$ cat config.mk
export PLATFORM = sky130hd
export DESIGN_NAME = pq_release_sched_flat
export DESIGN_NICKNAME = d
export VERILOG_FILES = /design/src/rtl/pq_pkg.sv /design/src/rtl/pq_release_sched_if.sv /design/src/rtl/pq_release_sched_fifo.sv /design/src/rtl/pq_release_sched.sv /design/src/flat_wrapper.sv
export SDC_FILE = /design/constraint.sdc
export NUM_CORES = 1
export LEC_CHECK = 0
export CORE_MARGIN = 2
export CORE_UTILIZATION = 50
export CTS_CLUSTER_SIZE = 8
export DETAILED_ROUTE_END_ITERATION = 16
export PLACE_DENSITY_LB_ADDON = 0.1
export SLEW_MARGIN = 20
export SYNTH_ARGS = -nofsm -noshare
export SYNTH_HDL_FRONTEND = slang
export SYNTH_SLANG_ARGS = --single-unit
export TNS_END_PERCENT = 1
$ cat constraint.sdc
create_clock -name clk -period 6.7 [get_ports clk]
set_input_delay 1.34 -clock clk [delete_from_list [all_inputs] [get_ports clk]]
set_output_delay 1.34 -clock clk [all_outputs]
set_load 0.01 [all_outputs]
$ cat src/rtl/pq_pkg.sv
// pq_pkg: shared widths, key/value pair type and scheduler states.
package pq_pkg;
  localparam int KEY_WIDTH = 8;
  localparam int VAL_WIDTH = 8;
  typedef struct packed {
    logic [KEY_WIDTH-1:0] key;
    logic [VAL_WIDTH-1:0] val;
  } kv_t;
  typedef enum logic [1:0] {STOP, RUN, FLUSH} sched_state_t;
endpackage

$ cat src/rtl/pq_release_sched_if.sv
// pq_release_sched_if: PQ head/pop signals plus the released-entry valid/ready stream.
interface pq_release_sched_if #(
  parameter int KEY_WIDTH = pq_pkg::KEY_WIDTH,
  parameter int VAL_WIDTH = pq_pkg::VAL_WIDTH
);
  logic pq_empty, pq_deq, m_valid, m_ready;
  logic [KEY_WIDTH+VAL_WIDTH-1:0] pq_kvo, m_kv;
  modport master(input pq_empty, pq_kvo, m_ready, output pq_deq, m_valid, m_kv);
  modport slave(output pq_empty, pq_kvo, m_ready, input pq_deq, m_valid, m_kv);
endinterface

$ cat src/rtl/pq_release_sched_fifo.sv
// kv_fifo2: 2-entry in-order register FIFO; dout is the registered head.
module kv_fifo2 #(
  parameter int W = 16
) (
  input  logic         clk,
  input  logic         rst,
  input  logic         push,
  input  logic         pop,
  input  logic [W-1:0] din,
  output logic [W-1:0] dout,
  output logic [1:0]   cnt
);
  logic [W-1:0] r1;
  always_ff @(posedge clk or negedge rst)
    if (!rst) begin
      dout <= '0;
      r1   <= '0;
      cnt  <= '0;
    end else begin
      cnt <= cnt + {1'b0, push} - {1'b0, pop};
      if (push) r1 <= din;
      // head reloads from the tail when full, otherwise straight from din
      if (pop ? (cnt == 2'd2 || push) : (push && cnt == 2'd0))
        dout <= (pop && cnt == 2'd2) ? r1 : din;
    end
endmodule

$ cat src/rtl/pq_release_sched.sv
// pq_release_sched: pops PQ entries whose key (release time) has been reached, with run/stop and flush.
module pq_release_sched #(
  parameter int KEY_WIDTH = pq_pkg::KEY_WIDTH,
  parameter int VAL_WIDTH = pq_pkg::VAL_WIDTH,
  parameter int CNT_WIDTH = 16
) (
  input  logic                 clk,
  input  logic                 rst,
  input  logic                 en,
  input  logic                 tick,
  input  logic                 flush,
  pq_release_sched_if.master   bus,
  output logic [KEY_WIDTH-1:0] now,
  output logic                 flush_done,
  output logic [CNT_WIDTH-1:0] rel_cnt
);
  import pq_pkg::*;
  localparam int KVW = KEY_WIDTH + VAL_WIDTH;
  sched_state_t state, state_n;
  logic [1:0] fifo_cnt;
  logic [KEY_WIDTH-1:0] d;
  logic eligible, space, pop;
  // serial compare: key <= now within a half-range window, wrap-safe
  assign d = now - bus.pq_kvo[KVW-1 -: KEY_WIDTH];
  assign eligible = !d[KEY_WIDTH-1];
  assign pop = bus.m_valid && bus.m_ready;
  assign space = fifo_cnt < 2'd2 || pop;
  assign bus.pq_deq = !bus.pq_empty && space && (state == FLUSH || (state == RUN && eligible));
  assign bus.m_valid = fifo_cnt != 2'd0;
  always_comb begin
    state_n = state;
    state_n = state == FLUSH ? (bus.pq_empty ? (en ? RUN : STOP) : FLUSH)
            : flush ? FLUSH : en ? RUN : STOP;
  end
  always_ff @(posedge clk or negedge rst)
    if (!rst) begin
      state      <= STOP;
      now        <= '0;
      flush_done <= 1'b0;
      rel_cnt    <= '0;
    end else begin
      state      <= state_n;
      flush_done <= state == FLUSH && bus.pq_empty;
      if (tick && state != STOP) now <= now + 1'b1;
      if (bus.pq_deq && !(&rel_cnt)) rel_cnt <= rel_cnt + 1'b1;
    end
  kv_fifo2 #(.W(KVW)) u_fifo (
    .clk  (clk),
    .rst  (rst),
    .push (bus.pq_deq),
    .pop  (pop),
    .din  (bus.pq_kvo),
    .dout (bus.m_kv),
    .cnt  (fifo_cnt)
  );
endmodule

$ cat src/flat_wrapper.sv
// flat-port wrapper written by rule: the top's interface ports become plain ports
module pq_release_sched_flat import pq_pkg::*;
#(
  parameter int KEY_WIDTH = pq_pkg::KEY_WIDTH,
  parameter int VAL_WIDTH = pq_pkg::VAL_WIDTH,
  parameter int CNT_WIDTH = 16
)
  (clk, rst, en, tick, flush, now, flush_done, rel_cnt, bus_pq_empty, bus_pq_kvo, bus_m_ready, bus_pq_deq, bus_m_valid, bus_m_kv);
  pq_release_sched_if #(.KEY_WIDTH(KEY_WIDTH), .VAL_WIDTH(VAL_WIDTH)) bus_i ();
  input  logic clk;
  input  logic rst;
  input  logic en;
  input  logic tick;
  input  logic flush;
  output logic [KEY_WIDTH-1:0] now;
  output logic flush_done;
  output logic [CNT_WIDTH-1:0] rel_cnt;
  input wire logic [$bits(bus_i.pq_empty)-1:0] bus_pq_empty;
  input wire logic [$bits(bus_i.pq_kvo)-1:0] bus_pq_kvo;
  input wire logic [$bits(bus_i.m_ready)-1:0] bus_m_ready;
  output wire logic [$bits(bus_i.pq_deq)-1:0] bus_pq_deq;
  output wire logic [$bits(bus_i.m_valid)-1:0] bus_m_valid;
  output wire logic [$bits(bus_i.m_kv)-1:0] bus_m_kv;
  assign bus_i.pq_empty = bus_pq_empty;
  assign bus_i.pq_kvo = bus_pq_kvo;
  assign bus_i.m_ready = bus_m_ready;
  assign bus_pq_deq = bus_i.pq_deq;
  assign bus_m_valid = bus_i.m_valid;
  assign bus_m_kv = bus_i.m_kv;
  pq_release_sched #(.KEY_WIDTH(KEY_WIDTH), .VAL_WIDTH(VAL_WIDTH), .CNT_WIDTH(CNT_WIDTH)) u_core (.clk(clk), .rst(rst), .en(en), .tick(tick), .flush(flush), .bus(bus_i), .now(now), .flush_done(flush_done), .rel_cnt(rel_cnt));
endmodule
==> metrics.txt <==
post-DR vias/cell=5.22; Power Internal=1.15 mW; Sw Ratio=28.6%; clk slew on worst S/H paths=0.07 ns; Post-Synthesis Cells=238; leading area contributor after synthesis=dfrtp_1; slowest stage delay, CP=0.57 ns; All-Layer GR Usage=18.8%; vias=2008; design area=0.00392 mm^2; flop-to-flop setup slack=3.64 ns; Reg power frac=37.7%; final setup vio count=0; Port Buffers=65; crit end category=output port; fmax=0.198 GHz; worst ir drop on vdd=0.000230 V; total placed instance area=0.00366 mm^2; Setup Fix Bufs, Post-CTS=0; Final min period=5.05 ns; post-cts resize count=0; FILL cells=441; Residual DRC=0; core area=0.00561 mm^2; RD Place Congestion=0.787; row cnt=27; Synth cell types=28; Seq/Total Area, Yosys=51.7%; htree depth=3; ys flop type=dfrtp_1; Routed Antenna Nets=0; hold path depth=1; vias in the first global route=1972; Die Height=80.8 um; Die X-Extent=80.8 um; CP startpoint kind=input port; worst hold margin=0.491 ns; DRT Pass-1 Iters=4; P per Cell Area=412 mW/mm^2; Logic pwr share=36.6%; CP startpoint=bus_pq_kvo[12]; most frequent cell on the critical path=clkdlybuf4s50_1; power share of the clock group=25.7%; Post-synth EDFFs=0; clk_skew=0.0102 ns; Multi-input gate area=0.00134 mm^2; hold crit path type=reg -> reg; Synth Register Bits=61; status=completed; Fin Setup TNS=0 ns; fraction of post-synthesis cell area in the top cell type by area=51.7%; ranking of synthesized cells by area=dfrtp_1 52%, mux2_2 13%, xnor2_1 6.2%; CTS Buf Count=9; largest net degree at the start of global routing=62; overall routed net length=5600 um; synth warn=0; min-delay src=u_core.rel_cnt[9]; CP cell instances=clkdlybuf4s50_1 > inv_1 > ha_1 > a211oi_1 > nor2_1 > a211oi_2 > mux2i_4 > clkdlybuf4s50_1; count of pins over their slew limit=0; DP HPWL=3880 um; syn nets=271; final worst slack=1.65 ns; Critical Path RT=5.36 ns; placed instance count=369; critical path fanouts, max=2; Hold Crit Endpoint=u_core.rel_cnt[9]; Final Total Pwr=1.62 mW; non-filler cells, final=385; max-cap violation count=0; fin nets=341; Final Hold Fails=0; global-route congestion overflow total=0; Die ar.=0.00653 mm^2; fin crit share=75.4%; worst path arrival time=3.71 ns; Core Util, Final=69.9%; worst-case clock buffer depth=2; global-route wire length before repair=9230 um; clk_lat worst skew=0.33 ns; CP max stage cell=clkdlybuf4s50_1; RR Endpoint=u_core.u_fifo.cnt[1]; Diodes inserted=0; initial DRC count=68; area delta synth->final=32.8%; R2R depth=12; number of clock sinks=61; share of layout cells above drive strength 1=19.2%; initial antenna violation count=0; CTS Root Cell=clkbuf_8; Worst slew margin=35.2%; Psw=0.462 mW; WS Path Type=in -> out; initial core utilization=52.6%; Hold Buf Count CTS=0; Mapped Area=0.00295 mm^2; reg-to-reg startpoint=u_core.now[4]; post-synthesis area per instance=12.4 um^2; IO Count=66; CTS tree=yes; RSZ-0062 raised after global routing=false; Place WS=1.63 ns; LEAKAGE=1.79 nW; Slew @ Worst Pin=0.969 ns; drt wl/cell=14.5 um; FF/Latch Area=0.00153 mm^2; FFs w/ async S/R, synth=100%
[power by group through the flow]
| stage | Combinational [mW] | Sequential [mW] | Clock (mW) |
|---|---|---|---|
| 6_report | 0.590 | 0.610 | 0.415 |
| 5_1_grt | 0.647 | 0.632 | 0.443 |
| 4_1_cts | 0.601 | 0.612 | 0.424 |
| 3_5_place_dp | 0.599 | 0.618 | 0 |
| 3_3_place_gp | 0.586 | 0.614 | 0 |
| 2_1_floorplan | 0.316 | 0.634 | 0 |
[cells in the mapped netlist, types with 2 or more instances]
library cell and instances:
nand3_1 8, dfrtp_1 61, mux2_2 35, nand4_1 11
and4_1 3, ha_1 10, a211o_1 2, nand2_1 13
and3_1 8, nor2_1 7, and2_1 3, nand2b_1 4
xnor2_1 21, mux2i_1 14, mux2_4 4, o21ai_0 5
clkbuf_1 6, inv_1 11, xor2_1 3
[layer usage]
layer	track usage, %	up-vias	routed length (um)
met5	0	-	0
met4	8.98	0	95
met3	5.00	11	344
met2	27.7	54	2560
met1	25.8	966	2600
li1	-	977	-
[how the worst max path moves through the flow]
stage               cells past startpoint         end
finish                                  8  bus_pq_deq
detailed placement                      8  bus_pq_deq
global placement                        8  bus_pq_deq
floorplan                               6  bus_pq_deq
global route                            8  bus_pq_deq
CTS                                     8  bus_pq_deq
[critical path, delay by kind of cell]
kind / cells / cell delay, ns
AO/OA/AOI/OAI: 2 / 0.56
adder cells (fa/ha/maj): 1 / 0.31
multiplexers: 1 / 0.31
buffers and inverters: 3 / 1.10
AND/OR/NAND/NOR: 1 / 0.08
[sequential cells by signal, summed over array words and instances (netlist names)]
| register | cells |
|---|---|
| u_core.now | 8 |
| u_core.state | 2 |
| u_core.flush_done | 1 |
| u_core.u_fifo.dout | 16 |
| u_core.u_fifo.cnt | 2 |
| u_core.u_fifo.r1 | 16 |
| u_core.rel_cnt | 16 |
[cell families after synthesis]
family                   synth area share [%]
XOR/XNOR                                 7.12
AO/OA/AOI/OAI                            2.54
adder cells (fa/ha/maj)                  4.24
buffers and inverters                    3.22
multiplexers                             20.1
flip-flops                               51.7
AND/OR/NAND/NOR                          11.0
[final cells by class]
class	instances	share of cell area, %
sequential	61	39.0
multi-input combinational	158	34.2
clock inverter	3	2.30
tap	72	2.30
clock buffer	13	4.31
timing repair buffer	67	16.9
inverter	11	1.05
[cells in the final DEF (no fill, tap or decap), types with 2 or more instances in the layout]
cell type        instances
and4_1                   3
o21ai_0                  5
mux2_2                  35
nand3_1                  8
nand4_1                 11
xnor2_1                 21
dfrtp_1                 61
ha_1                    10
clkbuf_8                12
xor2_1                   3
nand2b_1                 4
inv_1                   11
and3_1                   8
mux2i_1                 13
clkdlybuf4s50_1         64
nor2_1                   7
a211o_1                  2
bufinv_16                3
nand2_1                 13
and2_1                   3
buf_4                    2
mux2_4                   4
(Power assumes the default switching activity.)
